File: src/rtl/adc_5g_pkg.sv
// Shared sample geometry, aligner state encoding and the phase/alignment helpers
// for the 5G ADC sync aligner.
package adc_5g_pkg;

    localparam int SAMPLE_W       = 8;
    localparam int NSAMP          = 8;
    localparam int WORD_W         = SAMPLE_W * NSAMP;
    localparam int NPHASE         = 4;
    localparam int PHASE_W        = 2;
    localparam int SAMP_PER_PHASE = 2;
    localparam int PHASE_BITS     = SAMPLE_W * SAMP_PER_PHASE;

    typedef enum logic [0:0] {
        SEARCH = 1'b0,
        LOCKED = 1'b1
    } state_e;

    // Lowest set sync bit wins: bit 0 marks the earliest sample pair in time.
    function automatic logic [PHASE_W-1:0] sync_phase(input logic [NPHASE-1:0] sync);
        logic [PHASE_W-1:0] k;
        casez (sync)
            4'b???1: k = 2'd0;
            4'b??10: k = 2'd1;
            4'b?100: k = 2'd2;
            4'b1000: k = 2'd3;
            default: k = 2'd0;
        endcase
        return k;
    endfunction

    function automatic logic [WORD_W-1:0] align_word(input logic [WORD_W-1:0]  held,
                                                     input logic [WORD_W-1:0]  cur,
                                                     input logic [PHASE_W-1:0] k);
        logic [WORD_W-1:0] w;
        case (k)
            2'd0:    w = held;
            2'd1:    w = {cur[1*PHASE_BITS-1:0], held[WORD_W-1:1*PHASE_BITS]};
            2'd2:    w = {cur[2*PHASE_BITS-1:0], held[WORD_W-1:2*PHASE_BITS]};
            2'd3:    w = {cur[3*PHASE_BITS-1:0], held[WORD_W-1:3*PHASE_BITS]};
            default: w = held;
        endcase
        return w;
    endfunction

endpackage

File: src/rtl/adc_5g_sat_counter.sv
// Event counter with synchronous clear (clear beats increment) and optional
// saturation at all-ones.
module adc_5g_sat_counter
    import adc_5g_pkg::*;
#(
    parameter int CNT_W    = 32,
    parameter bit SATURATE = 1'b1
) (
    input  logic             clk,
    input  logic             rst_n,
    input  logic             clr,
    input  logic             inc,
    output logic [CNT_W-1:0] count
);

    localparam logic [CNT_W-1:0] ONE = {{(CNT_W-1){1'b0}}, 1'b1};

    logic [CNT_W-1:0] count_q;
    logic [CNT_W-1:0] count_d;

    // Next count: clear, saturating increment or hold.
    always_comb begin
        count_d = count_q;
        if (clr) begin
            count_d = '0;
        end else if (inc && !(SATURATE && (&count_q))) begin
            count_d = count_q + ONE;
        end else begin
            count_d = count_q;
        end
    end

    // Count register.
    always_ff @(posedge clk or negedge rst_n) begin
        if (!rst_n) begin
            count_q <= '0;
        end else begin
            count_q <= count_d;
        end
    end

    assign count = count_q;

endmodule

File: src/rtl/adc_5g_sync_align.sv
// Re-aligns the 8-sample ADC word so a sync edge lands on sample 0, flags it and
// counts sync events. Define ADC5G_OVERRANGE_CNT_EN to build the over-range counter.
module adc_5g_sync_align
    import adc_5g_pkg::*;
#(
    parameter int CNT_W  = 32,
    parameter bit RELOCK = 1'b1
) (
    input  logic               ctrl_clk_in,
    input  logic               ctrl_reset_n,
    input  logic [WORD_W-1:0]  in_data,
    input  logic [NPHASE-1:0]  in_sync,
    input  logic [1:0]         in_or,
    input  logic               in_valid,
    input  logic               arm,
    input  logic               cnt_clr,
    output logic [WORD_W-1:0]  out_data,
    output logic               out_sync,
    output logic               out_valid,
    output logic               locked,
    output logic [PHASE_W-1:0] offset,
    output logic [CNT_W-1:0]   sync_count,
    output logic [CNT_W-1:0]   sync_err_count,
    output logic [CNT_W-1:0]   or_count
);

    state_e             state_q, state_d;
    logic [PHASE_W-1:0] k_q, k_d, k_new_s, k_use_s;
    logic               prev_q, prev_d;
    logic               pend_q, pend_d;
    logic [WORD_W-1:0]  hold_q, hold_d;
    logic [WORD_W-1:0]  out_data_q, out_data_d;
    logic               out_valid_q, out_valid_d;
    logic               out_sync_q, out_sync_d;
    logic               sync_any_s, edge_s;
    logic               inc_sync_s, inc_err_s;

    // Next-state: pend_q marks that the next completed word starts at the sync sample.
    always_comb begin
        sync_any_s  = |in_sync;
        edge_s      = sync_any_s & ~prev_q;
        k_new_s     = sync_phase(in_sync);
        state_d     = state_q;
        k_d         = k_q;
        k_use_s     = k_q;
        prev_d      = prev_q;
        pend_d      = pend_q;
        hold_d      = hold_q;
        out_data_d  = out_data_q;
        out_valid_d = 1'b0;
        out_sync_d  = 1'b0;
        inc_sync_s  = 1'b0;
        inc_err_s   = 1'b0;
        if (arm) begin
            state_d = SEARCH;
            pend_d  = 1'b0;
            if (in_valid) begin
                prev_d = sync_any_s;
                hold_d = in_data;
            end else begin
                prev_d = prev_q;
            end
        end else if (in_valid) begin
            prev_d = sync_any_s;
            hold_d = in_data;
            pend_d = 1'b0;
            case (state_q)
                SEARCH: begin
                    if (edge_s) begin
                        state_d    = LOCKED;
                        k_d        = k_new_s;
                        pend_d     = 1'b1;
                        inc_sync_s = 1'b1;
                    end else begin
                        state_d = SEARCH;
                    end
                end
                LOCKED: begin
                    out_valid_d = 1'b1;
                    out_sync_d  = pend_q;
                    if (edge_s && (k_new_s == k_q)) begin
                        inc_sync_s = 1'b1;
                        pend_d     = 1'b1;
                    end else if (edge_s) begin
                        inc_err_s = 1'b1;
                        // The word straddling a relock mixes two phases, so it is suppressed.
                        if (RELOCK) begin
                            k_d         = k_new_s;
                            k_use_s     = k_new_s;
                            pend_d      = 1'b1;
                            out_valid_d = 1'b0;
                            out_sync_d  = 1'b0;
                        end else begin
                            pend_d = 1'b0;
                        end
                    end else begin
                        pend_d = 1'b0;
                    end
                end
                default: state_d = SEARCH;
            endcase
            out_data_d = align_word(hold_q, in_data, k_use_s);
        end else begin
            pend_d = pend_q;
        end
    end

    // State and output registers.
    always_ff @(posedge ctrl_clk_in or negedge ctrl_reset_n) begin
        if (!ctrl_reset_n) begin
            state_q     <= SEARCH;
            k_q         <= '0;
            prev_q      <= 1'b0;
            pend_q      <= 1'b0;
            hold_q      <= '0;
            out_data_q  <= '0;
            out_valid_q <= 1'b0;
            out_sync_q  <= 1'b0;
        end else begin
            state_q     <= state_d;
            k_q         <= k_d;
            prev_q      <= prev_d;
            pend_q      <= pend_d;
            hold_q      <= hold_d;
            out_data_q  <= out_data_d;
            out_valid_q <= out_valid_d;
            out_sync_q  <= out_sync_d;
        end
    end

    assign out_data  = out_data_q;
    assign out_valid = out_valid_q;
    assign out_sync  = out_sync_q;
    assign locked    = (state_q == LOCKED);
    assign offset    = k_q;

    adc_5g_sat_counter #(.CNT_W(CNT_W)) u_sync_cnt (
        .clk   (ctrl_clk_in),
        .rst_n (ctrl_reset_n),
        .clr   (cnt_clr),
        .inc   (inc_sync_s),
        .count (sync_count)
    );

    adc_5g_sat_counter #(.CNT_W(CNT_W)) u_err_cnt (
        .clk   (ctrl_clk_in),
        .rst_n (ctrl_reset_n),
        .clr   (cnt_clr),
        .inc   (inc_err_s),
        .count (sync_err_count)
    );

`ifdef ADC5G_OVERRANGE_CNT_EN
    adc_5g_sat_counter #(.CNT_W(CNT_W)) u_or_cnt (
        .clk   (ctrl_clk_in),
        .rst_n (ctrl_reset_n),
        .clr   (cnt_clr),
        .inc   (in_valid & (|in_or)),
        .count (or_count)
    );
`else
    logic unused_or_s;
    assign unused_or_s = ^in_or;
    assign or_count    = '0;
`endif

endmodule

File: config.mk
export PLATFORM = sky130hd
export DESIGN_NAME = adc_5g_sync_align
export DESIGN_NICKNAME = d
export VERILOG_FILES = /design/src/rtl/adc_5g_pkg.sv /design/src/rtl/adc_5g_sat_counter.sv /design/src/rtl/adc_5g_sync_align.sv
export SDC_FILE = /design/constraint.sdc
export NUM_CORES = 1
export LEC_CHECK = 0
export ABC_CLOCK_PERIOD_IN_PS = 3390
export CAP_MARGIN = 10
export CORE_MARGIN = 8
export CORE_UTILIZATION = 51
export CTS_CLUSTER_DIAMETER = 50
export DETAILED_ROUTE_END_ITERATION = 8
export PLACE_DENSITY_LB_ADDON = 0.1
export SYNTH_ARGS = -nofsm -noshare
export SYNTH_HDL_FRONTEND = slang
export SYNTH_HIERARCHICAL = 1
export SYNTH_SLANG_ARGS = --single-unit
File: constraint.sdc
create_clock -name ctrl_clk_in -period 3.39 [get_ports ctrl_clk_in]
set_input_delay 0.678 -clock ctrl_clk_in [delete_from_list [all_inputs] [get_ports ctrl_clk_in]]
set_output_delay 0.678 -clock ctrl_clk_in [all_outputs]
set_load 0.02 [all_outputs]
==> results of run 1 <==
==> area by class of cell <==
type	count	area (um2)	share of cell area (%)
Tap cell	275	344	2.54
Timing Repair Buffer	242	2430	17.9
Sequential cell	199	4980	36.8
Clock buffer	18	439	3.25
Clock inverter	14	160	1.18
Multi-Input combinational cell	756	4930	36.5
Inverter	63	236	1.75
==> Yosys cell counts (all sizes together) (6+ instances only) <==
library cell  count
dfrtp           199
o21ai           137
nand2            99
a221oi           96
nor2             82
buf              64
inv              63
a21oi            50
clkbuf           42
or4              31
o31ai            20
mux2             19
nand3            18
or3              16
and3             12
xor2             12
nand4            11
and4             10
nor4              9
o221ai            9
o22ai             9
a31oi             8
o2111ai           8
o32ai             7
or2               7
nor2b             6
o41ai             6
==> worst max-delay path: cells and delay by family <==
family / cells / cell delay (ns)
AO/OA/AOI/OAI: 3 / 0.54
buffers and inverters: 4 / 0.91
AND/OR/NAND/NOR: 4 / 1.06
==> cell families after synthesis <==
group           Yosys count  synth area share [%]
buf+inv                 169                  8.20
flops                   199                  46.8
simple gates            318                  16.6
mux                      22                  2.36
fa+ha+maj                 2                 0.235
xor+xnor                 16                  1.32
other cells               1                0.0352
compound gates          366                  24.5
==> power by group <==
part	total, W	internal [W]	switching [W]	leakage [nW]
clock network	0.00209	0.00107	0.00101	0.293
logic	0.00220	0.000926	0.00127	2.74
registers	0.00293	0.00269	0.000237	2.48
total	0.00721	0.00469	0.00252	5.51
==> flip-flops by register name (all words and copies together) (netlist names), 2 cells and up <==
signal,cells
u_err_cnt/count,32
out_data,64
hold_q,64
u_sync_cnt/count,32
offset,2
==> layer usage <==
metal | wire length (um) | part of all wire (%) | vias up
met5 | 41 | 0.13 | -
met4 | 467 | 1.5 | 6
met3 | 2500 | 8.1 | 47
met2 | 14800 | 48 | 401
met1 | 13100 | 43 | 4669
li1 | - | - | 4381
==> layout by cell type, fill, tap and decap left out, types with 5 or more instances in the layout <==
master,netlist,layout
clkdlybuf4s50_1,0,202
dfrtp_1,199,199
o21ai_0,123,123
nand2_1,98,98
nor2_1,80,80
a221oi_1,76,76
inv_1,63,63
a21oi_1,50,50
conb_1,1,32
buf_4,39,30
or4_1,29,29
a221oi_2,20,20
o31ai_1,20,20
nand3_1,18,18
mux2_2,17,17
clkbuf_16,0,17
or3_1,16,16
o21ai_1,12,12
and3_1,12,12
xor2_1,12,12
o221ai_1,9,9
o22ai_1,9,9
a31oi_1,8,8
buf_12,0,8
o2111ai_1,8,8
o32ai_1,7,7
nand4_4,6,6
and4_1,6,6
nor4_1,6,6
nor2b_1,6,5
and2_1,5,5
==> stage by stage <==
| step | hold slack (ns) | setup slack, ns | instances | total power (W) |
|---|---|---|---|---|
| detailed placement | 0.468 | 0.0808 | 1535 | 0.00514 |
| CTS | 0.258 | 0.516 | 1567 | 0.00724 |
| global route | 0.276 | 0.263 | 1567 | 0.00754 |
| global placement | 0.464 | 0.0834 | 1535 | 0.00511 |
| finish | 0.242 | 0.554 | 1567 | 0.00721 |
| floorplan | 0.382 | 0.495 | 1124 | 0.00414 |
==> worst paths after layout <==
| path | from | to | slack [ns] |
|---|---|---|---|
| worst max-delay path | in_sync[0] | u_sync_cnt/count[30] | 0.55 |
| worst min-delay path | ctrl_reset_n | u_sync_cnt/count[18] | 0.24 |
| worst max register to register | offset[0] | u_sync_cnt/count[30] | 0.57 |
| worst min register to register | pend_q | out_sync | 0.49 |
| max in group asynchronous | ctrl_reset_n | hold_q[34] | 2.31 |
| min in group ctrl_clk_in | pend_q | out_sync | 0.49 |
==> metrics.yaml, run 1 <==
worst_setup_path:
  cp_max_fo: 8
  criticalPathCategory: "input port to flip-flop"
  crit_slowest_cell: "clkdlybuf4s50_1"
  crit_path_start_kind: "input port"
  cp_common_cell: "buf_4"
  arrival_ns: 3.19
  max_stage_delay_ns: 0.43
  cp.required_ns: 3.75
  crit_path_end_kind: "flip-flop"
  worstRegToRegCells: 10
  path_cells: "clkdlybuf4s50_1, buf_4, o21ai_0, nand3_1, buf_4, a31oi_1, inv_1, nor4_4, nand4_2, or3_1, a21oi_1"
sta:
  setup_viol: 0
  fin_crit_ns: 2.84
  setup_tns_ns: 0
  maxSlewViolCount: 0
  rsz0062_at_grt: "false"
  worst_pin_slew_ns: 0.958
  skew_ns: 0.0133
  final_hold_viol_count: 0
  post-route-period-util_pct: 83.7
  max_freq_ghz: 0.353
  slew_headroom_pct: 35.7
layout:
  diodes: 0
  fin_nets: 1356
  drive_above_1_share_pct: 11.1
  design_area_mm2: 0.0135
  fin_util_pct: 65.1
  areaGrowthSynthToFinish_pct: 26.9
  final.fill_count: 1753
floorplanning:
  start_util_pct: 51.3
  die_area_mm2: 0.0258
  fp.dieW_um: 161
  core_area_mm2: 0.0208
  rows: 53
  io_pins: 240
  die_h_um: 161
logic_synthesis:
  syn_area_mm2: 0.0107
  ys_ff_latch: 199
  synth_top_area_cell: "dfrtp_1"
  synthFlopType: "dfrtp_1"
  synthArstFlopShare_pct: 100
  yosys.area.top_type_share_pct: 46.8
  synth-edff-count: 0
  synth_cells: 1093
  yosysSeqAreaShare_pct: 46.8
  syn_area_per_cell_um2: 9.75
  netlist_top_cells_area: "dfrtp_1 47%, a221oi_1 6.2%, o21ai_0 5.8%, nand2_1 3.5%, a221oi_2 2.8%"
  yosysUniqueCellTypes: 66
  yosys_warnings: 6
drt:
  vias: 9504
  ant_nets: 0
  drtIter0Drc: 763
  wl_per_cell_um: 19.7
  drc: 0
  drt_wl_total_mm: 30.9
  first_pass_iters: 7
  vias_per_cell: 6.07
power_and_ir_drop:
  ir_drop_uv: 348
  pwr_density_cell_mw_per_mm2: 533
  p_leak_nw: 5.51
placed_design:
  dpl-instance-area_mm2: 0.0129
  gp_congestion: 0.820
  io_buffers: 205
  hpwlAfterDp_mm: 20.4
grt:
  grt.met2_usage_pct: 37.7
  grt.overflow.total: 0
  grt.met1_usage_pct: 30.2
  grt_start_max_net_pins: 74
  grt_pass1_vias: 9453
  grt_pass1_wl_mm: 50.0
  busiest_layer: "met2"
  met3_usage_pct: 6.81
  track_usage_pct: 23.4
  grt_antenna_before_repair: 3
clocking:
  cts_tree: "done"
  htreeDepth: 4
  clock_sinks: 199
  numCtsBuffers: 17
  cts_root_buffer: "clkbuf_16"
  clk_latency_ns: 0.44
  cts_buffer_depth: 2
  ctsResizeCount: 0
  postCtsSetupBuffers: 0
  cts_hold_buf: 0
  cts.clk_slew.worst_paths_ns: 0.08
hold_path:
  worst_hold_path_type: "input port to asynchronous set/reset pin"
run:
  maxCapViolCount: 0
outcome:
  run_status: "completed"
No activity file was read; power rests on OpenSTA's default activity.
==> run 2: changes to the inputs <==
--- a/config.mk
+++ b/config.mk
@@ -5,7 +5,7 @@
 export SDC_FILE = /design/constraint.sdc
 export NUM_CORES = 1
 export LEC_CHECK = 0
-export ABC_CLOCK_PERIOD_IN_PS = 3390
+export ABC_CLOCK_PERIOD_IN_PS = 2740
 export CAP_MARGIN = 10
 export CORE_MARGIN = 8
 export CORE_UTILIZATION = 51
==> constraint.sdc (replaced) <==
create_clock -name ctrl_clk_in -period 2.74 [get_ports ctrl_clk_in]
set_input_delay 0.548 -clock ctrl_clk_in [delete_from_list [all_inputs] [get_ports ctrl_clk_in]]
set_output_delay 0.548 -clock ctrl_clk_in [all_outputs]
set_load 0.02 [all_outputs]
==> metrics.yaml, run 2 (synthesized netlist as in run 1, its figures left out) <==
outcome:
  run_status: "completed"
placed_design:
  hpwlAfterDp_mm: 21.1  # +3.4%
  io_buffers: 205  # unchanged
  dp_slack_ns: -0.387  # -0.468 ns
  gp_congestion: 0.826  # +0.76%
  dp_cells: 1581  # +3.0%
layout:
  register_area_mm2: 0.00498  # about the same
  fin_util_pct: 67.6  # +2.5 points
  instances_no_fill: 1617  # +3.2%
  most-common-layout-cells: "200 x clkdlybuf4s50_1, 197 x dfrtp_1, 122 x o21ai_0, 98 x nand2_1, 79 x nor2_1"
  areaGrowthSynthToFinish_pct: 31.8
  mostFrequentLayoutCell: "clkdlybuf4s50_1"
  multi_input_area_mm2: 0.00504  # +2.1%
  fin_nets: 1405  # +3.6%
  final.fill_count: 1712  # -2.3%
  drive_above_1_share_pct: 15.1  # +3.9 points
power_and_ir_drop:
  combPwrFrac_pct: 31.2  # +0.8 points
  pwr_density_cell_mw_per_mm2: 640  # +20%
  switching_share_pct: 34.7  # -0.23 points
  power_switching_w: 0.00312  # +24%
  power_w: 0.00898  # +25%
  pwr-share-seq_pct: 40.2  # -0.4 points
  p_leak_nw: 5.76  # +4.4%
  ir_drop_uv: 419  # +20%
  clkPwrFrac_pct: 28.7  # -0.3 points
  p_int_w: 0.00586  # +25%
sta:
  final_hold_viol_count: 0  # unchanged
  max_freq_ghz: 0.384
  holdWs_ns: 0.0721  # -0.170 ns
  maxSlewViolCount: 0  # unchanged
  post-route-period-util_pct: 95.0
  slew_headroom_pct: 23.9  # -12 points
  skew_ns: 0.0171  # +0.00379 ns
  worst_pin_slew_ns: 1.14  # +0.183 ns
  timing.final.ws_setup_ns: 0.136  # -0.418 ns
  setup_viol: 0  # unchanged
  fin_crit_ns: 2.60
clocking:
  cts_tree: "done"
  htreeDepth: 4  # unchanged
  clk_latency_ns: 0.44  # about the same
  cts_root_buffer: "clkbuf_16"
  cts_buffer_depth: 2  # unchanged
  cts.clk_slew.worst_paths_ns: 0.08  # about the same
  numCtsBuffers: 17  # unchanged
  clock_sinks: 199  # unchanged
drt:
  drtIter0Drc: 654  # -14%
  ant_nets: 0  # unchanged
  drc: 0  # unchanged
  drt_wl_total_mm: 31.8  # +3.0%
  vias: 9758  # +2.7%
  wl_per_cell_um: 19.7  # -0.23%
  vias_per_cell: 6.03  # -0.50%
  first_pass_iters: 5  # -2
grt:
  grt_start_max_net_pins: 116  # +57%
  grt_antenna_before_repair: 1  # -2
  grt.overflow.total: 0  # unchanged
  grt_pass1_wl_mm: 51.4  # +2.8%
  grt_pass1_vias: 9714  # +2.8%
  track_usage_pct: 24.1  # +0.64 points
worst_setup_path:
  cp.required_ns: 3.10  # -0.65 ns
  arrival_ns: 2.97  # -0.22 ns
  crit_path_end_kind: "flip-flop"
  cp_max_fo: 8  # unchanged
  crit_path_start_kind: "flip-flop"
  criticalPathCategory: "flip-flop to flip-flop"
run:
  maxCapViolCount: 0  # unchanged
floorplanning:
  io_pins: 240  # unchanged
  rows: 53  # unchanged
  start_util_pct: 51.3  # unchanged
  core_area_mm2: 0.0208  # unchanged
  die_area_mm2: 0.0258  # unchanged
  die_h_um: 161  # unchanged
  fp.dieW_um: 161  # unchanged
hold_path:
  worst_hold_path_type: "input port to asynchronous set/reset pin"
-- run 2: what timing repair did --
action                                  CTS  global route
gates resized for setup                   0            15
hold buffers                              0             0
buffers inserted                          0             1
endpoints found under the setup margin    0            29
-- run 2: routing by layer --
layer | global-route usage, % | share of wire (%) | routed length (um)
met1 | 31.8 | 43 | 13600
met2 | 38.1 | 48 | 15200
met3 | 6.58 | 8.1 | 2580
met4 | 7.01 | 1.6 | 503
met5 | 0 | 0 | 0
-- run 2: final timing paths --
path	slack (ns)	depth (start not counted)	end	start
setup / recovery	0.14	11	u_err_cnt/count[30]	offset[0]
hold / removal	0.07	1	u_sync_cnt/count[15]	ctrl_reset_n
setup reg to reg	0.14	11	u_err_cnt/count[30]	offset[0]
hold reg to reg	0.50	2	out_data[24]	out_data[24]
max in group asynchronous	1.95	2	hold_q[44]	ctrl_reset_n
min in group ctrl_clk_in	0.50	2	out_data[24]	out_data[24]
-- run 2: worst max-delay path, cell delays in order (launching register included) --
cell     delay, ns
dfrtp_2       0.44
nor2b_1       0.16
a311o_1       0.37
nand3_2       0.09
nand3_1       0.08
nor2_2        0.17
inv_1         0.07
buf_4         0.14
nor4_4        0.31
nand4_4       0.19
or3_1         0.38
a21oi_1       0.14
-- run 2: layout make-up --
| type | instances | area share (%) |
|---|---|---|
| antenna | 1 | 0.0178 |
| clock buffer | 18 | 3.13 |
| clock inverter | 14 | 1.15 |
| inverter | 63 | 1.68 |
| multi-input combinational | 758 | 35.9 |
| sequential | 199 | 35.5 |
| tap | 275 | 2.45 |
| timing repair buffer | 289 | 20.2 |
-- run 2: power groups by stage --
stage	clock (W)	sequential (W)	combinational [W]
floorplan	0	0.00396	0.00116
global placement	0	0.00365	0.00276
detailed placement	0	0.00365	0.00279
CTS	0.00261	0.00361	0.00280
global route	0.00274	0.00365	0.00300
finish	0.00257	0.00361	0.00280
-- run 2: per-stage QoR --
stage	setup TNS (ns)	area, um2
4_1_cts	0	13900
5_1_grt	-0.0575	14000
2_1_floorplan	-0.00153	10800
3_3_place_gp	-13.87	13300
3_5_place_dp	-16.05	13300
6_report	0	14000
